File: src/rtl/cpu6_excp_ctrl.sv
// Trap/return sequencer: prioritises synchronous exceptions and mret, strobes mepc/mcause
// into the CSR file, flushes the pipeline, then redirects fetch via a valid/ack handshake.
module cpu6_excp_ctrl #(
  parameter int XLEN    = 32,
  parameter int CAUSE_W = 4
) (
  input  logic               clk,
  input  logic               reset,
  input  logic               ex_valid,
  input  logic [XLEN-1:0]    ex_pc,
  input  logic               ex_illinst,
  input  logic               ex_ebreak,
  input  logic               ex_ecall,
  input  logic               ex_mret,
  input  logic [XLEN-1:0]    csr_mtvec,
  input  logic [XLEN-1:0]    csr_mepc,
  output logic [XLEN-1:0]    excp_mepc,
  output logic               excp_mepc_ena,
  output logic [CAUSE_W-1:0] excp_mcause,
  output logic               excp_mcause_ena,
  output logic               excp_flush,
  output logic               excp_busy,
  output logic               fe_redirect_valid,
  output logic [XLEN-1:0]    fe_redirect_pc,
  input  logic               fe_redirect_ack
);

  typedef enum logic [1:0] {IDLE, FLUSH, REDIRECT} state_t;

  state_t state, state_nxt;

  logic               cap_trap;
  logic [CAUSE_W-1:0] cap_cause;
  logic [XLEN-1:1]    cap_pc;
  logic [XLEN-1:0]    cap_target;

  logic               is_trap;
  logic               trigger;
  logic [CAUSE_W-1:0] trap_cause;
  logic               unused_pc_lsb;

  // mepc is always halfword aligned, so the retiring PC's bit 0 is never stored
  assign unused_pc_lsb = ex_pc[0];

  // Exceptions outrank mret; among exceptions illegal > ebreak > ecall
  always_comb begin
    trap_cause = '0;
    is_trap    = ex_illinst | ex_ebreak | ex_ecall;
    if (ex_illinst)     trap_cause = CAUSE_W'(2);
    else if (ex_ebreak) trap_cause = CAUSE_W'(3);
    else if (ex_ecall)  trap_cause = CAUSE_W'(11);
    trigger = ex_valid & (is_trap | ex_mret);
  end

  always_ff @(posedge clk or posedge reset) begin
    if (reset) state <= IDLE;
    else       state <= state_nxt;
  end

  always_ff @(posedge clk or posedge reset) begin
    if (reset) begin
      cap_trap   <= 1'b0;
      cap_cause  <= '0;
      cap_pc     <= '0;
      cap_target <= '0;
    end else if (state == IDLE && trigger) begin
      cap_trap   <= is_trap;
      cap_cause  <= trap_cause;
      cap_pc     <= ex_pc[XLEN-1:1];
      cap_target <= is_trap ? csr_mtvec : csr_mepc;
    end
  end

  // Outputs decode only from state and capture flops, never from ex_*
  always_comb begin
    state_nxt         = state;
    excp_mepc         = '0;
    excp_mepc_ena     = 1'b0;
    excp_mcause       = '0;
    excp_mcause_ena   = 1'b0;
    excp_flush        = 1'b0;
    excp_busy         = 1'b0;
    fe_redirect_valid = 1'b0;
    fe_redirect_pc    = '0;
    case (state)
      IDLE: begin
        if (trigger) state_nxt = FLUSH;
      end
      FLUSH: begin
        excp_flush = 1'b1;
        excp_busy  = 1'b1;
        if (cap_trap) begin
          excp_mepc_ena   = 1'b1;
          excp_mepc       = {cap_pc, 1'b0};
          excp_mcause_ena = 1'b1;
          excp_mcause     = cap_cause;
        end
        state_nxt = REDIRECT;
      end
      REDIRECT: begin
        excp_busy         = 1'b1;
        fe_redirect_valid = 1'b1;
        fe_redirect_pc    = cap_target;
        if (fe_redirect_ack) state_nxt = IDLE;
      end
      default: state_nxt = IDLE;
    endcase
  end

endmodule

File: config.mk
export PLATFORM = sky130hd
export DESIGN_NAME = cpu6_excp_ctrl
export DESIGN_NICKNAME = d
export VERILOG_FILES = /design/src/rtl/cpu6_excp_ctrl.sv
export SDC_FILE = /design/constraint.sdc
export NUM_CORES = 1
export LEC_CHECK = 0
export ABC_AREA = 0
export BUFFER_PORTS_ARGS = -buffer_cell sky130_fd_sc_hd__buf_2
export CAP_MARGIN = 15
export CORE_MARGIN = 2
export CORE_UTILIZATION = 35
export CTS_CLUSTER_SIZE = 20
export DETAILED_ROUTE_END_ITERATION = 16
export PLACE_DENSITY = 0.74
export SLEW_MARGIN = 10
export SYNTH_ARGS = -nofsm -noshare
export SYNTH_HDL_FRONTEND = slang
export SYNTH_SLANG_ARGS = --single-unit
File: constraint.sdc
create_clock -name clk -period 2.13 [get_ports clk]
set_clock_uncertainty 0.05 [all_clocks]
set_input_delay 0.213 -clock clk [delete_from_list [all_inputs] [get_ports clk]]
set_output_delay 0.213 -clock clk [all_outputs]
set_load 0.03 [all_outputs]
After elaboration in Yosys (flattened, before gate mapping)
Index checks and enable logic that the tools add are counted.
{"block": "op_classes", "addsub": 0, "n_mul": 0, "div": 0, "magnitude_cmp": 0, "eq_ne": 4, "shifts": 0, "muxes": 17, "bitwise_logic": 4, "reduce_logical": 4}
{"operator": "2-to-1 mux 32 bit", "count": 4}
{"operator": "2-to-1 mux 4 bit", "count": 5}
{"operator": "one-hot mux 2 bit (3 select lines)", "count": 1}
{"operator": "2-to-1 mux 1 bit", "count": 5}
{"operator": "2-to-1 mux 2 bit", "count": 2}
{"operator": "inequality test 2 bit, second input constant", "count": 2}
{"operator": "bitwise OR 1 bit", "count": 3}
{"operator": "== test 2 x 1 -> 1 bit, second input constant", "count": 1}
{"operator": "== test 2 bit, second input constant", "count": 1}
{"operator": "zero test 2 bit", "count": 1}
{"operator": "AND reduction 2 bit", "count": 1}
{"operator": "OR reduction 2 bit", "count": 1}
{"operator": "AND 1 bit", "count": 1}
{"operator": "logical AND 1 bit", "count": 1}
{"block": "totals", "register_bits": 70, "latchBits": 0, "mem_bits_rw": 0, "rom_bits": 0, "n_memories": 0}

Longest topological paths before layout
{"block": "logic_depth", "word_depth": 6, "ltp_mapped": 6, "depth_no_buf": 5}

Least setup slack after synthesis
No wires, ideal clock.
{"block": "synth_path", "path_kind": "reg2out", "startpoint": "register state[1]", "endpoint": "output excp_mepc_ena", "arrival_time_ps": 1667, "path_slack_ps": 200, "path_stages_with_launch": 6, "path_buffers": 2, "path_cell_list": "dfrtp_1 -> inv_1 -> ha_1 -> clkbuf_1 -> and2_1 -> buf_4"}
{"block": "synth_between", "elab_chain_cells": 2}
{"item": "from (decl)", "line": "30", "source": "state_t state, state_nxt;"}
{"item": "from (signal assigned)", "line": "57", "source": "else state <= state_nxt;"}
{"item": "== test 2 x 1 -> 1 bit"}
{"item": "2-to-1 mux 1 bit"}
{"item": "to (decl)", "line": "18", "source": "output logic excp_mepc_ena,"}
No other way between the ends.

Final worst setup path
{"block": "layout_path", "startpoint": "register state[1]", "endpoint": "output excp_mepc[30]"}
{"block": "layout_between", "elab_chain_cells": 2}
{"item": "== test 2 x 1 -> 1 bit", "line": "85", "source": "case (state)"}
{"item": "2-to-1 mux 32 bit", "line": "85"}
{"item": "to (decl)", "line": "17", "source": "output logic [XLEN-1:0] excp_mepc,"}
No other way between the ends.

==> results.py <==
metrics = {
    "sta": {
        "finalSetupViolCount": 0,
        "number_of_hold_violations_in_the_final_report": 0,
        "grt_setup_unrepaired": "false",
        "timing.max_slew.rel_slack_pct": 55.3,
        "final_max_slew_viol_count": 0,
        "fin_ws_ns": 0.169,
        "slew_at_the_pin_with_the_worst_max_slew_slack_ns": 0.670,
        "min_period_ns": 1.96,
        "max_clock_freq_mhz": 510,
        "final_min_period_over_clock_period_pct": 92.1,
        "fin_setup_tns_ns": 0,
    },
    "cells_and_area": {
        "num-nets-final": 563,
        "drive_gt1_share_pct": 51.4,
        "insertedDiodeCount": 0,
        "fin_util_pct": 49.3,
        "area.growth.synth_to_final_pct": 36.9,
    },
    "synthesis": {
        "ys_top_cells_by_area": "sky130_fd_sc_hd__dfrtp_1 (52%), sky130_fd_sc_hd__mux2_2 (11%), sky130_fd_sc_hd__a2bb2oi_1 (8.4%), sky130_fd_sc_hd__and2_1 (6.4%), sky130_fd_sc_hd__and3_1 (6.4%)",
        "asyncSetResetFlopFracSynth_pct": 100,
        "synth_enable_flop_cells": 0,
        "synth_cells": 288,
        "yosysMostFrequentCell": "sky130_fd_sc_hd__dfrtp_1",
        "synth_top_area_share_pct": 51.9,
        "commonest_cells_in_the_synthesized_netlist": "sky130_fd_sc_hd__dfrtp_1 (69), sky130_fd_sc_hd__and2_1 (34), sky130_fd_sc_hd__and3_1 (34)",
        "synth_flop_cell": "sky130_fd_sc_hd__dfrtp_1",
        "ys_ff_latch": 69,
        "syn_area_um2": 3330,
        "ys_warn_count": 0,
        "avgSynthCellArea_um2": 11.5,
        "yosysUniqueCellTypes": 28,
        "synth_top_cell_by_area": "sky130_fd_sc_hd__dfrtp_1",
        "ys_seq_area_share_pct": 51.9,
    },
    "floorplanning": {
        "rows": 35,
        "design.die.area_um2": 10300,
        "start_util_pct": 36.0,
        "floorplan.die.width_um": 101,
        "core_region_area_um2": 9240,
        "die_y_um": 101,
        "i_o_pin_total": 177,
    },
    "critical_path": {
        "slowest_delay_ns": 0.40,
        "setup.worst_path.class": "register to output pin",
        "timing.critical_path.arrival_ns": 1.70,
        "required_time_of_the_critical_path_ns": 1.87,
        "timing.critical_path.fanout_max": 31,
        "reg2regPathDepth": 7,
        "path_cells": "inv_1 > ha_2 > buf_6 > and3_1 > buf_2",
        "setup.worst_path.start_class": "register",
        "timing.critical_path.slowest_stage_cell": "sky130_fd_sc_hd__dfrtp_1",
        "timing.critical_path.to_type": "output pin",
        "rrSetupSlack_ns": 0.21,
    },
    "drt": {
        "routedWlPerCell_um": 14.7,
        "drt_wl_total_mm": 8.69,
        "vias_after_detailed_routing": 2889,
        "detail_route.iter0.violations": 46,
        "dr.pass1.iters": 4,
        "vias_per_cell": 4.90,
        "drtAntennaViolNets": 0,
        "route.detailed.drc": 0,
    },
    "grt": {
        "overflow": 0,
        "grt_pass1_vias": 2894,
        "grt_start_max_net_pins": 45,
        "initial_antenna_violation_count": 0,
        "grt.total_usage_pct": 16.9,
        "grt_first_pass_wirelength_mm": 13.8,
    },
    "pwr": {
        "powerDensity_nw_per_um2": 1440,
        "total_leakage_power_nw": 2.38,
        "power.ir.vdd_worst_mv": 0.716,
    },
    "clock_tree": {
        "ctsRootBufferMaster": "sky130_fd_sc_hd__clkbuf_8",
        "clock_path_buffers": 2,
        "clk-insertion-delay-late_ns": 0.33,
        "clock_sinks": 69,
        "ctsHtreeMaxLevel": 3,
        "cts-buffers-inserted": 9,
        "tritoncts": "built",
        "cts.clk_slew.worst_paths_ns": 0.09,
    },
    "placement": {
        "preCtsSetupSlack_ns": 0.214,
        "io_buffers": 173,
        "place.gp.congestion": 0.740,
        "dp.final_hpwl_mm": 6.22,
    },
    "status": {
        "outcome": "complete, no violations",
    },
    "run": {
        "maxCapViolCount": 0,
    },
    "hold_path": {
        "worst_hold_path_type": "input pin to register",
        "worst_hold_depth": 2,
    },
}
## final cells by class
cell class              count  area, um^2
flip-flops and latches     69        1730
inverters                   3        11.3
clock buffers              10         138
clock inverters             6        71.3
well taps                 129         161
fillers                   861        4690
repair buffers            185         987
multi-input cells         188        1460
## critical path, delay by kind of cell (launching register included)
kind | cells | cell delay, ns
fa+ha+maj | 1 | 0.25
flops | 1 | 0.40
buf+inv | 3 | 0.51
simple gates | 1 | 0.20
## cells in the final DEF, fill, tap and decap left out, types with 3 or more instances in the layout
master / n
sky130_fd_sc_hd__mux2_2: 32
sky130_fd_sc_hd__dfrtp_1: 69
sky130_fd_sc_hd__clkbuf_8: 10
sky130_fd_sc_hd__buf_4: 8
sky130_fd_sc_hd__a2bb2oi_1: 32
sky130_fd_sc_hd__o21ai_0: 3
sky130_fd_sc_hd__buf_2: 173
sky130_fd_sc_hd__and3_1: 34
sky130_fd_sc_hd__and2_1: 34
sky130_fd_sc_hd__o22ai_1: 32
## report_power, final
group	internal [W]	switching (W)	total [W]
combinational	0.00133	0.00189	0.00322
clock	0.000581	0.000521	0.00110
sequential	0.00195	0.000294	0.00225
total	0.00387	0.00270	0.00657
## what timing repair did
| item | 4_1_cts | 5_1_grt |
|---|---|---|
| hold buffers | 1 | 0 |
| buffers inserted | 0 | 0 |
| resized for setup | 0 | 2 |
| endpoints found under the setup margin | 0 | 31 |
| endpoints found under the hold margin | 30 | 0 |
## cells by family (layout without fill, tap and decap cells)
family          count (synthesis)  after routing  synth area share (%)
other cells                     1              2                 0.113
fa+ha+maj                       3              3                  1.13
buf+inv                        32            204                  4.78
flops                          69             69                  51.9
simple gates                   78             78                  14.9
compound gates                 73             73                  16.3
mux                            32             32                  10.8
## metrics by stage
step	hold WS, ns	instances	area (um^2)	power (W)
2_1_floorplan	0.260	289	3330	0.00460
3_3_place_gp	0.297	573	4330	0.00541
5_1_grt	0.0371	590	4550	0.00702
3_5_place_dp	0.315	573	4330	0.00551
4_1_cts	0.0296	590	4550	0.00665
6_report	0.0522	590	4550	0.00657
## flip-flops by register name (all words and copies together), names as in the netlist
| name | flops |
|---|---|
| state | 2 |
| cap_pc | 31 |
| cap_trap | 1 |
| cap_target | 32 |
| cap_cause | 3 |
## worst paths after layout
| check | end | startpoint |
|---|---|---|
| worst max-delay path | excp_mepc[30] | state[1] |
| worst min-delay path | cap_pc[14] | ex_pc[14] |
| worst max register to register | cap_target[17] | state[0] |
| worst min register to register | cap_cause[3] | cap_cause[3] |
| max in group asynchronous | cap_pc[16] | reset |
| min in group asynchronous | cap_target[7] | reset |
## per-layer routing
metal / global-route usage (%) / vias to the layer above / share of wire, % / routed length [um]
met5: 0 / - / 0 / 0
met4: 4.78 / 0 / 1.0 / 89
met3: 5.87 / 8 / 9.1 / 788
met2: 28.4 / 128 / 48 / 4130
met1: 20.6 / 1355 / 42 / 3680
li1: - / 1398 / - / -
No activity file was read; power rests on OpenSTA's default activity.
